[src/rtl/pipe_hazard_ctrl.sv]
// pipe_hazard_ctrl: stall, flush, forwarding and memory-wait control for a 5-stage RV32I pipeline.
// Optional single-step debug mode is enabled by defining PIPE_SINGLE_STEP_EN.
module pipe_hazard_ctrl #(
  parameter int MEM_TIMEOUT = 16,
  parameter int CNT_W = 32
) (
  input  logic             clk,
  input  logic             reset,
  input  logic [4:0]       rs1D,
  input  logic [4:0]       rs2D,
  input  logic [4:0]       rs1E,
  input  logic [4:0]       rs2E,
  input  logic [4:0]       rdE,
  input  logic             resultSrcE0,
  input  logic [4:0]       rdM,
  input  logic [4:0]       rdW,
  input  logic             regWriteM,
  input  logic             regWriteW,
  input  logic             memReqM,
  input  logic             memReadyM,
`ifdef PIPE_SINGLE_STEP_EN
  input  logic             stepMode,
  input  logic             stepReq,
`endif
  output logic             enF,
  output logic             enD,
  output logic             enE,
  output logic             enM,
  output logic             enW,
  output logic             flushE,
  output logic             flushW,
  output logic [1:0]       forwardAE,
  output logic [1:0]       forwardBE,
  output logic             memErr,
  output logic [CNT_W-1:0] stallCount
);
`ifdef PIPE_SINGLE_STEP_EN
  typedef enum logic [1:0] {RUN, MEM_WAIT, ERROR, HALT} state_t;
  logic step_q;
  logic step_edge;
`else
  typedef enum logic [1:0] {RUN, MEM_WAIT, ERROR} state_t;
`endif
  state_t state;
  logic [7:0] wait_cnt;
  logic lw_stall;
  logic mem_hold;
  logic idle;
  always_comb begin
    forwardAE = (regWriteM && rdM != 5'd0 && rdM == rs1E) ? 2'b10 :
                (regWriteW && rdW != 5'd0 && rdW == rs1E) ? 2'b01 : 2'b00;
    forwardBE = (regWriteM && rdM != 5'd0 && rdM == rs2E) ? 2'b10 :
                (regWriteW && rdW != 5'd0 && rdW == rs2E) ? 2'b01 : 2'b00;
    lw_stall = resultSrcE0 && rdE != 5'd0 && (rdE == rs1D || rdE == rs2D);
    mem_hold = (state == MEM_WAIT) ? !memReadyM : (memReqM && !memReadyM);
`ifdef PIPE_SINGLE_STEP_EN
    step_edge = stepReq && !step_q;
    idle = state == ERROR || (state == HALT && !step_edge);
`else
    idle = state == ERROR;
`endif
    // A memory freeze holds E in place, so only W is bubbled
    enF = !idle && !mem_hold && !lw_stall;
    enD = !idle && !mem_hold && !lw_stall;
    enE = !idle && !mem_hold;
    enM = !idle && !mem_hold;
    enW = !idle;
    flushE = !idle && !mem_hold && lw_stall;
    flushW = idle || mem_hold;
  end
  always_ff @(posedge clk) begin
    if (reset) begin
      state <= RUN;
      wait_cnt <= 8'd0;
      memErr <= 1'b0;
      stallCount <= '0;
`ifdef PIPE_SINGLE_STEP_EN
      step_q <= 1'b0;
`endif
    end else begin
      if (!enF) stallCount <= stallCount + CNT_W'(1);
`ifdef PIPE_SINGLE_STEP_EN
      step_q <= stepReq;
`endif
      case (state)
        RUN: begin
          if (mem_hold) begin
            state <= MEM_WAIT;
            wait_cnt <= 8'd1;
          end
`ifdef PIPE_SINGLE_STEP_EN
          else if (stepMode) state <= HALT;
`endif
        end
        MEM_WAIT: begin
          if (memReadyM) begin
`ifdef PIPE_SINGLE_STEP_EN
            state <= stepMode ? HALT : RUN;
`else
            state <= RUN;
`endif
            wait_cnt <= 8'd0;
          end else if (wait_cnt == 8'(MEM_TIMEOUT)) begin
            state <= ERROR;
            memErr <= 1'b1;
          end else begin
            wait_cnt <= wait_cnt + 8'd1;
          end
        end
`ifdef PIPE_SINGLE_STEP_EN
        HALT: begin
          if (step_edge && mem_hold) begin
            state <= MEM_WAIT;
            wait_cnt <= 8'd1;
          end else if (!stepMode) begin
            state <= RUN;
          end
        end
`endif
        default: state <= state;
      endcase
    end
  end
endmodule

[config.mk]
export PLATFORM = sky130hd
export DESIGN_NAME = pipe_hazard_ctrl
export DESIGN_NICKNAME = d
export VERILOG_FILES = /design/src/rtl/pipe_hazard_ctrl.sv
export SDC_FILE = /design/constraint.sdc
export NUM_CORES = 1
export LEC_CHECK = 0
export ABC_AREA = 1
export ABC_CLOCK_PERIOD_IN_PS = 1850
export BUFFER_PORTS_ARGS = -buffer_cell sky130_fd_sc_hd__buf_2
export CAP_MARGIN = 20
export CORE_UTILIZATION = 45
export DETAILED_ROUTE_END_ITERATION = 8
export PLACE_DENSITY = 0.81
export SLEW_MARGIN = 20
export SYNTH_ARGS = -nofsm -noshare
export SYNTH_HDL_FRONTEND = slang
export SYNTH_SLANG_ARGS = --single-unit
[constraint.sdc]
create_clock -name clk -period 1.85 [get_ports clk]
set_input_delay 0.0925 -clock clk [delete_from_list [all_inputs] [get_ports clk]]
set_output_delay 0.0925 -clock clk [all_outputs]
set_load 0.02 [all_outputs]
==> results.json <==
{
  "grt_max_degree": 28,
  "yosysTopAreaCell": "dfxtp_1",
  "drive_gt1_share_pct": 22.85,
  "dr_wl_met2_mm": 4.180,
  "setup_tns_ns": 0,
  "min_period_over_period_pct": 93.29,
  "synth-edff-count": 0,
  "drtIter0Drc": 159,
  "grt_pass1_vias": 3152,
  "totalWireLength_mm": 8.403,
  "dr_wl_met3_um": 496,
  "powerDensity_nw_per_um2": 538.8,
  "hpwlAfterDp_mm": 6.713,
  "post_cts_buffers": 0,
  "worst_slew_pin_slew_ns": 0.5610,
  "cts_resized": 0,
  "ys_types": 29,
  "cts-root-buf": "clkbuf_8",
  "holdBufCountCts": 0,
  "hold_violations": 0,
  "ys_warn_count": 0,
  "synthMostInstantiatedCell": "nand2_1",
  "setup_viol": 0,
  "fin_nets": 648,
  "syn_avg_cell_area_um2": 6.229,
  "synth.mux.area_fraction_pct": 0,
  "ys_async_sr_fraction_pct": 0,
  "wl_met1_mm": 3.651,
  "syn_area_um2": 3221,
  "grt_pass1_wl_mm": 14.24,
  "clk_pin_slew_ns": 0.08,
  "cts_sinks": 43,
  "syn_nets": 562,
  "required_ns": 1.76,
  "fin_area_um2": 3827,
  "io_pins": 86,
  "core_area_um2": 6869,
  "r2r_slack_ns": 0.23,
  "slew_headroom_pct": 62.56,
  "syn_inst": 517,
  "grtUsageTotal_pct": 23.55,
  "rows": 30,
  "die_x_um": 86.60,
  "ant_nets": 0,
  "clkLatencyLatePin_ns": 0.30,
  "via_per_inst": 4.936,
  "synth_commonest_cells": "155 x nand2_1, 81 x nor2_1, 43 x dfxtp_1",
  "area_growth_syn_to_layout_pct": 18.84,
  "cp-end-kind": "primary output",
  "period_needed_ns": 1.726,
  "hold_class": "in2reg",
  "yosys.area_share.simple_pct": 44.64,
  "total_leakage_power_nw": 1.748,
  "post-route-drc-count": 0,
  "cp-start-kind": "flop",
  "place_ws_ns": 0.2458,
  "synth-main-ff-cell": "dfxtp_1",
  "ir_drop_mv": 0.2957,
  "synthAdderAreaFrac_pct": 1.166,
  "p_total_mw": 2.062,
  "firstDrtPassIters": 4,
  "fin_skew_ns": 0.01101,
  "crit_arrival_ns": 1.63,
  "start_util_pct": 46.89,
  "cts_buffers": 5,
  "top_layer_used": "met4",
  "synthTopCellsByArea": "dfxtp_1 27%, nand2_1 18%, nor2_1 9.4%",
  "synth_top_area_share_pct": 26.73,
  "synth_compound_area_share_pct": 6.838,
  "avgRoutedWirePerCell_um": 12.00,
  "maxSlewViolCount": 0,
  "crit_type": "reg2out",
  "synth_xor_area_share_pct": 12.24,
  "antenna_found_initial": 0,
  "ctsHtreeMaxLevel": 2,
  "status": "finished clean",
  "place_area_um2": 3744,
  "cts_tree": "built",
  "cp_max_fo": 13,
  "fmax_ghz": 0.5794,
  "rsz0062_at_grt": "false",
  "globalplace.congestion": 0.9593,
  "ys_ff_latch": 43,
  "yosysSeqAreaShare_pct": 26.73,
  "fin_ws_ns": 0.1241,
  "synth_top_family_by_area": "simple AND/OR/NAND/NOR gates",
  "fillers": 694,
  "vias": 3455,
  "die_area_um2": 7500,
  "fp.dieH_um": 86.60,
  "clock_path_buffers": 2,
  "grt_overflow": 0,
  "maxCapViolCount": 0,
  "port_buffers": 85,
  "diodes": 0
}
metrics by stage:
stage | hold WS (ns) | cells | util, %
6_report | 0.09551 | 700 | 55.72
5_1_grt | 0.1162 | 700 | 55.72
4_1_cts | 0.09379 | 700 | 55.72
3_5_place_dp | 0.4054 | 692 | 54.50
3_3_place_gp | 0.3960 | 692 | 54.50
2_1_floorplan | 0.2581 | 517 | -
registers in the layout, summed over array words and instances, names as in the netlist:
signal / cells
wait_cnt: 8
state: 2
memErr: 1
stallCount: 32
path summary, 6_finish.rpt:
kind	startpoint	to	depth (start not counted)
min reg2reg	memErr	memErr	2
min	memReadyM	wait_cnt[5]	4
max reg2reg	wait_cnt[0]	wait_cnt[4]	11
max	state[1]	enF	7
logic make-up (layout without fill, tap and decap cells):
family,after synthesis,in the layout
AOI/OAI and AO/OA,43,43
DFF,43,43
and+or+nand+nor,320,320
buffers and inverters,63,150
xor gates and xnor gates,45,45
adders and majority gates,3,3
per-layer routing:
| layer | track usage (%) | up-vias |
|---|---|---|
| li1 | - | 1794 |
| met1 | 29.12 | 1553 |
| met2 | 42.86 | 101 |
| met3 | 4.000 | 7 |
| met4 | 4.697 | 0 |
| met5 | 0 | - |
cell type report:
| type | count | area, um2 | share of cell area (%) |
|---|---|---|---|
| well taps | 96 | 120.1 | 3.138 |
| clock inverters | 3 | 15.01 | 0.3923 |
| inverters | 48 | 180.2 | 4.707 |
| clock buffers | 5 | 68.82 | 1.798 |
| repair buffers | 94 | 493.0 | 12.88 |
| multi-input cells | 411 | 2090 | 54.59 |
| flip-flops and latches | 43 | 860.8 | 22.49 |
power breakdown:
part           internal [mW]  switching [mW]  total, mW
Combinational          0.178           0.297      0.475
Clock                  0.259           0.340      0.599
Sequential             0.957          0.0320      0.989
Total                   1.39           0.669       2.06
placed cells by master, fill, tap and decap left out, drive strengths merged:
cell type	instances
nand2	165
buf	94
nor2	90
inv	46
dfxtp	43
nand3	42
a21oi	32
xor2	24
xnor2	21
o21ai	9
nand3b	8
nor3	8
nand4	5
clkbuf	5
clkinv	5
ha	3
nor4	2
o21bai	1
a21boi	1
worst max-delay path, cell delays in order (launching register included):
cell	delay, ns
dfxtp_1	0.41
nor2_2	0.08
nand2_2	0.09
nand3_2	0.10
inv_2	0.10
nand2_4	0.11
inv_2	0.22
buf_2	0.22
(Power assumes the default switching activity.)
